### config.mk
export PLATFORM = sky130hd
export DESIGN_NAME = truth_table_sweeper
export DESIGN_NICKNAME = d
export VERILOG_FILES = /design/src/rtl/logic_mux_pkg.sv /design/src/rtl/truth_table_sweeper_settle_timer.sv /design/src/rtl/truth_table_sweeper.sv
export SDC_FILE = /design/constraint.sdc
export NUM_CORES = 1
export LEC_CHECK = 0
export CAP_MARGIN = 20
export CORE_UTILIZATION = 30
export DETAILED_ROUTE_END_ITERATION = 8
export SETUP_SLACK_MARGIN = 0.2
export SYNTH_ARGS = -nofsm -noshare
export SYNTH_HDL_FRONTEND = slang
export SYNTH_SLANG_ARGS = --single-unit
### constraint.sdc
create_clock -name clk -period 2.1 [get_ports clk]
set_clock_uncertainty 0.1 [all_clocks]
set_input_delay 0.63 -clock clk [delete_from_list [all_inputs] [get_ports clk]]
set_output_delay 0.63 -clock clk [all_outputs]
set_load 0.05 [all_outputs]
### src/rtl/logic_mux_pkg.sv
// Shared types and constants for the truth-table sweeper around Logic_mux2.
//   sweep_state_t : sweeper FSM states
//   NUM_COMBOS    : number of {a,b,c} input combinations
//   LOGIC_MUX2_TT : known-good truth table of y = a ? b : (b | ~c), bit i = y for {a,b,c} = i
package logic_mux_pkg;

    typedef enum logic [1:0] {
        IDLE,
        SETTLE,
        SAMPLE,
        DONE
    } sweep_state_t;

    localparam int unsigned NUM_COMBOS    = 8;
    localparam logic [7:0]  LOGIC_MUX2_TT = 8'hCD;

endpackage

### src/rtl/truth_table_sweeper_settle_timer.sv
// settle_timer: 4-bit up-counter that times how long each stimulus combination is held.
//   clk, rst : rising-edge clock, synchronous active-high reset
//   i_clear  : reload the count to 0 (wins over i_en)
//   i_en     : count up by one this cycle
//   o_tc     : count has reached SETTLE_CYCLES-1
module settle_timer #(
    parameter int unsigned SETTLE_CYCLES = 1
) (
    input  logic clk,
    input  logic rst,
    input  logic i_clear,
    input  logic i_en,
    output logic o_tc
);

    localparam logic [3:0] TC_VALUE = 4'(SETTLE_CYCLES - 1);

    logic [3:0] r_count;

    always_ff @(posedge clk) begin
        if (rst) begin
            r_count <= 4'd0;
        end else if (i_clear) begin
            r_count <= 4'd0;
        end else if (i_en) begin
            r_count <= r_count + 4'd1;
        end
    end

    assign o_tc = (r_count == TC_VALUE);

endmodule

### src/rtl/truth_table_sweeper.sv
// truth_table_sweeper: walks {a,b,c} through all 8 combinations, waits SETTLE_CYCLES per
// combination, captures y into an 8-bit truth table and grades it against EXPECTED_TT.
//   clk, rst          : rising-edge clock, synchronous active-high reset
//   start             : begin a sweep (honoured in IDLE or DONE only)
//   a, b, c           : registered stimulus, {a,b,c} = combination index
//   y                 : result from the logic stage under test
//   busy, done, pass  : sweep in progress / finished / finished with no mismatches
//   truth_table       : captured y, bit i = combination i
//   mismatch_count    : number of captured bits differing from EXPECTED_TT
//   first_fail_idx/_valid : lowest mismatching index and its qualifier
module truth_table_sweeper
    import logic_mux_pkg::*;
#(
    parameter int unsigned SETTLE_CYCLES = 1,
    parameter logic [7:0]  EXPECTED_TT   = LOGIC_MUX2_TT
) (
    input  logic       clk,
    input  logic       rst,
    input  logic       start,
    output logic       a,
    output logic       b,
    output logic       c,
    input  logic       y,
    output logic       busy,
    output logic       done,
    output logic       pass,
    output logic [7:0] truth_table,
    output logic [3:0] mismatch_count,
    output logic [2:0] first_fail_idx,
    output logic       first_fail_valid
);

    localparam logic [2:0] LAST_IDX = 3'(NUM_COMBOS - 1);

    sweep_state_t r_state;
    sweep_state_t w_state_next;

    logic [2:0] r_idx;
    logic [2:0] r_abc;
    logic       r_busy;
    logic       r_done;
    logic       r_pass;
    logic [7:0] r_tt;
    logic [3:0] r_mm_cnt;
    logic [2:0] r_ff_idx;
    logic       r_ff_valid;

    logic w_launch;
    logic w_timer_clr;
    logic w_timer_en;
    logic w_timer_tc;
    logic w_mismatch;

    settle_timer #(
        .SETTLE_CYCLES(SETTLE_CYCLES)
    ) u_settle_timer (
        .clk    (clk),
        .rst    (rst),
        .i_clear(w_timer_clr),
        .i_en   (w_timer_en),
        .o_tc   (w_timer_tc)
    );

    assign w_mismatch = (y != EXPECTED_TT[r_idx]);

    always_comb begin
        w_state_next = r_state;
        w_launch     = 1'b0;
        w_timer_clr  = 1'b0;
        w_timer_en   = 1'b0;
        case (r_state)
            IDLE, DONE: begin
                if (start) begin
                    w_launch     = 1'b1;
                    w_timer_clr  = 1'b1;
                    w_state_next = SETTLE;
                end
            end
            SETTLE: begin
                w_timer_en = 1'b1;
                if (w_timer_tc) begin
                    w_state_next = SAMPLE;
                end
            end
            SAMPLE: begin
                if (r_idx == LAST_IDX) begin
                    w_state_next = DONE;
                end else begin
                    w_timer_clr  = 1'b1;
                    w_state_next = SETTLE;
                end
            end
            default: w_state_next = IDLE;
        endcase
    end

    always_ff @(posedge clk) begin
        if (rst) begin
            r_state    <= IDLE;
            r_idx      <= 3'd0;
            r_abc      <= 3'd0;
            r_busy     <= 1'b0;
            r_done     <= 1'b0;
            r_pass     <= 1'b0;
            r_tt       <= 8'd0;
            r_mm_cnt   <= 4'd0;
            r_ff_idx   <= 3'd0;
            r_ff_valid <= 1'b0;
        end else begin
            r_state <= w_state_next;
            if (w_launch) begin
                r_idx      <= 3'd0;
                r_abc      <= 3'd0;
                r_busy     <= 1'b1;
                r_done     <= 1'b0;
                r_pass     <= 1'b0;
                r_tt       <= 8'd0;
                r_mm_cnt   <= 4'd0;
                r_ff_idx   <= 3'd0;
                r_ff_valid <= 1'b0;
            end else begin
                case (r_state)
                    SAMPLE: begin
                        r_tt[r_idx] <= y;
                        if (w_mismatch) begin
                            r_mm_cnt <= r_mm_cnt + 4'd1;
                            if (!r_ff_valid) begin
                                r_ff_idx   <= r_idx;
                                r_ff_valid <= 1'b1;
                            end
                        end
                        // The last index exits to DONE, so idx never wraps.
                        if (r_idx != LAST_IDX) begin
                            r_idx <= r_idx + 3'd1;
                            r_abc <= r_idx + 3'd1;
                        end
                    end
                    DONE: begin
                        // Status registers settle one cycle after the final sample.
                        r_busy <= 1'b0;
                        r_done <= 1'b1;
                        r_pass <= (r_mm_cnt == 4'd0);
                    end
                    default: ;
                endcase
            end
        end
    end

    assign {a, b, c}        = r_abc;
    assign busy             = r_busy;
    assign done             = r_done;
    assign pass             = r_pass;
    assign truth_table      = r_tt;
    assign mismatch_count   = r_mm_cnt;
    assign first_fail_idx   = r_ff_idx;
    assign first_fail_valid = r_ff_valid;

endmodule

==> flow_summary_export.csv <==
group,metric,value,unit
worst_setup_path,worstPathRequired,2.21,ns
place,dp_hpwl,1.985,mm
clocking,clkLatencyLatePin,0.27,ns
route,post_drt_via_cell_ratio,4.881,
clocking,path_clk_slew,0.06,ns
die,initial_core_util,31.49,%
global_routing,grt_pass1_vias,1106,
clocking,cts_resized,0,
global_routing,grt_max_degree,23,
pwr,seq_power_share,44.8,%
synth,synth_top_family_by_area,"simple AND/OR/NAND/NOR gates",
place,dp_cells,229,
die,io_pins,26,
route,drt_iter0_drc,61,
worst_setup_path,crit_type,"in -> reg",
pwr,internal-power,0.0009488,W
sta,finalSetupViolations,0,
synth,syn_nets,166,
sta,tns,0,ns
clocking,cts_buffer_depth,2,
clocking,postCtsSetupRepairBufs,0,
route,drc,0,
synth,synthAdderAreaFrac,9.001,%
sta,holdWs,0.3757,ns
synth,ys_seq_area_share,41.76,%
worst_setup_path,critPathCaptureType,"flip-flop",
worst_setup_path,worstPathArrival,1.83,ns
global_routing,grt_usage,12.49,%
die,die_area,4910,um^2
cells_and_area,area_growth,30.60,%
cells_and_area,antenna_cells,0,
synth,synthesis.area,1390,um^2
worst_hold_path,hold_path_class,"reg -> reg",
synth,synth_cell_type_count,29,
die,row_count,24,
cells_and_area,fin_util,41.13,%
synth,yosys-mux-area-fraction,7.201,%
sta,slew_violations,0,
route,totalWireLength,2.812,mm
pwr,power_per_cell_area,733.5,nW/um^2
sta,hold_viol_final,0,
global_routing,grt_antenna_before_repair,0,
cells_and_area,fin_nets,198,
worst_setup_path,cp_slowest_cell,"clkdlybuf4s50_1",
synth,synth_compound_area_share,9.991,%
global_routing,grt-ovfl-total,0,
die,chipHeight,70.07,um
worst_setup_path,crit_path_max_fanout,3,
place,io_buffers,25,
synth,synth-simple-area-share,21.96,%
clocking,holdBufCountCts,0,
clocking,cts_tree,"built",
sta,grt_setup_unrepaired,"false",
pwr,p_leak,0.7465,nW
die,core,4414,um^2
cells_and_area,most-common-layout-cells,"28 x dfxtp_1, 28 x buf_4, 14 x nor2_1, 14 x a21oi_1",
status,status,"finished clean",
route,post_drt_wl_per_cell,11.92,um
pwr,vdd_drop_max,0.3597,mV
clocking,cts_root_buf,"clkbuf_8",
sta,min_period,1.723,ns
clocking,numCtsBuffers,5,
global_routing,grt_pass1_wl,4.857,mm
cells_and_area,fin_cells,236,
clocking,cts.sinks,29,
worst_hold_path,min_from,"busy$_SDFFE_PP0P_",
route,vias,1152,
run,drv_cap,0,
worst_setup_path,crit_chain,"clkdlybuf4s50_1 -> xnor2_2 -> or3_1 -> a21oi_1",
route,ant_nets,0,
sta,relSlewSlack,77.48,%
sta,worstMarginPinSlew,0.3378,ns
route,first_pass_iters,4,
pwr,p_comb_share,21.0,%
synth,syn_inst,152,
pwr,p_sw,0.0003829,W
sta,max_clock_freq,0.5803,GHz
worst_setup_path,r2r_end,"truth_table[6]$_SDFFE_PP0P_",
worst_setup_path,reg2reg_slack,0.42,ns
worst_setup_path,rr_worst_depth,7,
synth,yosysWarnings,0,
worst_setup_path,critPathLaunchType,"input pin",
worst_hold_path,hold_depth,2,
synth,syn_avg_cell_area,9.145,um^2
synth,synth_seq_cells,29,
pwr,power_frac_clock,34.2,%
worst_hold_path,whs_endpoint,"busy$_SDFFE_PP0P_",
pwr,sw_frac_of_total,28.75,%
synth,synthXorXnorAreaFrac,4.320,%
place,routabilityCongestion,0.7692,
worst_setup_path,cpPeakStageDelay,0.51,ns
die,die_w,70.07,um
cells_and_area,drive_gt1_share,22.83,%
worst_setup_path,r2r_start,"r_state[0]$_SDFFE_PP0P_",
sta,fin_crit_sh,82.07,%
clocking,htreeDepth,2,
-- power by group through the flow --
stage / clock network, W / logic (W) / registers (W)
3_5_place_dp: 0 / 0.000278 / 0.000609
3_3_place_gp: 0 / 0.000276 / 0.000608
5_1_grt: 0.000492 / 0.000306 / 0.000601
6_report: 0.000456 / 0.000279 / 0.000597
4_1_cts: 0.000468 / 0.000280 / 0.000597
2_1_floorplan: 0 / 0.000165 / 0.000631
-- cell type report --
type | instances | area (um^2)
tap | 52 | 65.06
multi-input combinational | 106 | 735.7
timing repair buffer | 35 | 320.3
fill | 446 | 2599
inverter | 7 | 26.28
clock buffer | 7 | 86.33
sequential | 29 | 581.8
-- registers in the layout, summed over array words and instances, names as in the netlist, 2 cells and up, named ones only --
register and count:
u_settle_timer.r_count 4, mismatch_count 4, r_state 2, first_fail_idx 3, truth_table 8, r_abc 3
-- worst max path at each step --
| stage | from | depth (start not counted) | endpoint |
|---|---|---|---|
| CTS | r_abc[2]$_SDFFE_PP0P_ | 1 | a |
| finish | y | 4 | mismatch_count[3]$_SDFFE_PP0P_ |
| floorplan | r_abc[0]$_SDFFE_PP0P_ | 5 | r_state[1]$_SDFFE_PP0P_ |
| global route | r_state[0]$_SDFFE_PP0P_ | 6 | mismatch_count[3]$_SDFFE_PP0P_ |
| detailed placement | y | 4 | mismatch_count[3]$_SDFFE_PP0P_ |
| global placement | y | 4 | mismatch_count[2]$_SDFFE_PP0P_ |
-- synth_stat cells --
library cell	n	area share, %
nand3_1	5	1.8
o21bai_1	1	0.54
ha_1	10	9.0
nand2b_1	4	1.8
dfxtp_1	29	42
nor2_1	14	3.8
xor2_1	3	1.9
nor4bb_1	2	1.4
or3b_1	1	0.63
inv_1	7	1.9
and4bb_2	1	0.90
nand4b_1	3	1.9
or3_1	3	1.4
nor2b_1	4	1.8
a2111o_1	1	0.81
o31ai_1	2	1.1
clkbuf_1	2	0.54
nor4b_1	1	0.63
xnor2_1	2	1.3
nor3b_1	1	0.54
a21oi_1	14	5.0
nand4_1	3	1.4
buf_6	1	0.81
mux2i_1	10	7.2
o21ai_0	7	2.5
buf_2	7	2.5
nor3_1	6	2.2
xnor2_2	1	1.2
nand2_1	7	1.9
-- cell families (layout without fill, tap and decap cells) --
group | after synthesis | in the layout
AND/OR/NAND/NOR | 55 | 55
flip-flops | 29 | 29
buffers and inverters | 17 | 49
AO/OA/AOI/OAI | 25 | 25
multiplexers | 10 | 10
XOR/XNOR | 6 | 6
adder cells (fa/ha/maj) | 10 | 10
-- layer usage --
metal / wire length, um / global-route usage, % / share of wire (%)
met5: 0 / 0 / 0
met3: 132 / 3.752 / 4.7
met1: 1379 / 15.62 / 49
met4: 36 / 6.000 / 1.3
met2: 1264 / 19.55 / 45
-- worst max-delay path: cells and delay by family --
kind	cells	cell delay, ns
AND/OR/NAND/NOR	1	0.35
AO/OA/AOI/OAI	1	0.14
buffers and inverters	1	0.51
XOR/XNOR	1	0.20
-- metrics by stage --
step / instance area [um^2] / setup slack, ns / total power (W)
finish: 1815 / 0.3766 / 0.001332
global route: 1815 / 0.2715 / 0.001398
CTS: 1808 / 0.2568 / 0.001346
detailed placement: 1722 / 0.1080 / 0.0008876
global placement: 1722 / 0.1362 / 0.0008839
floorplan: 1390 / 0.3641 / 0.0007965
No activity file was read; power rests on OpenSTA's default activity.
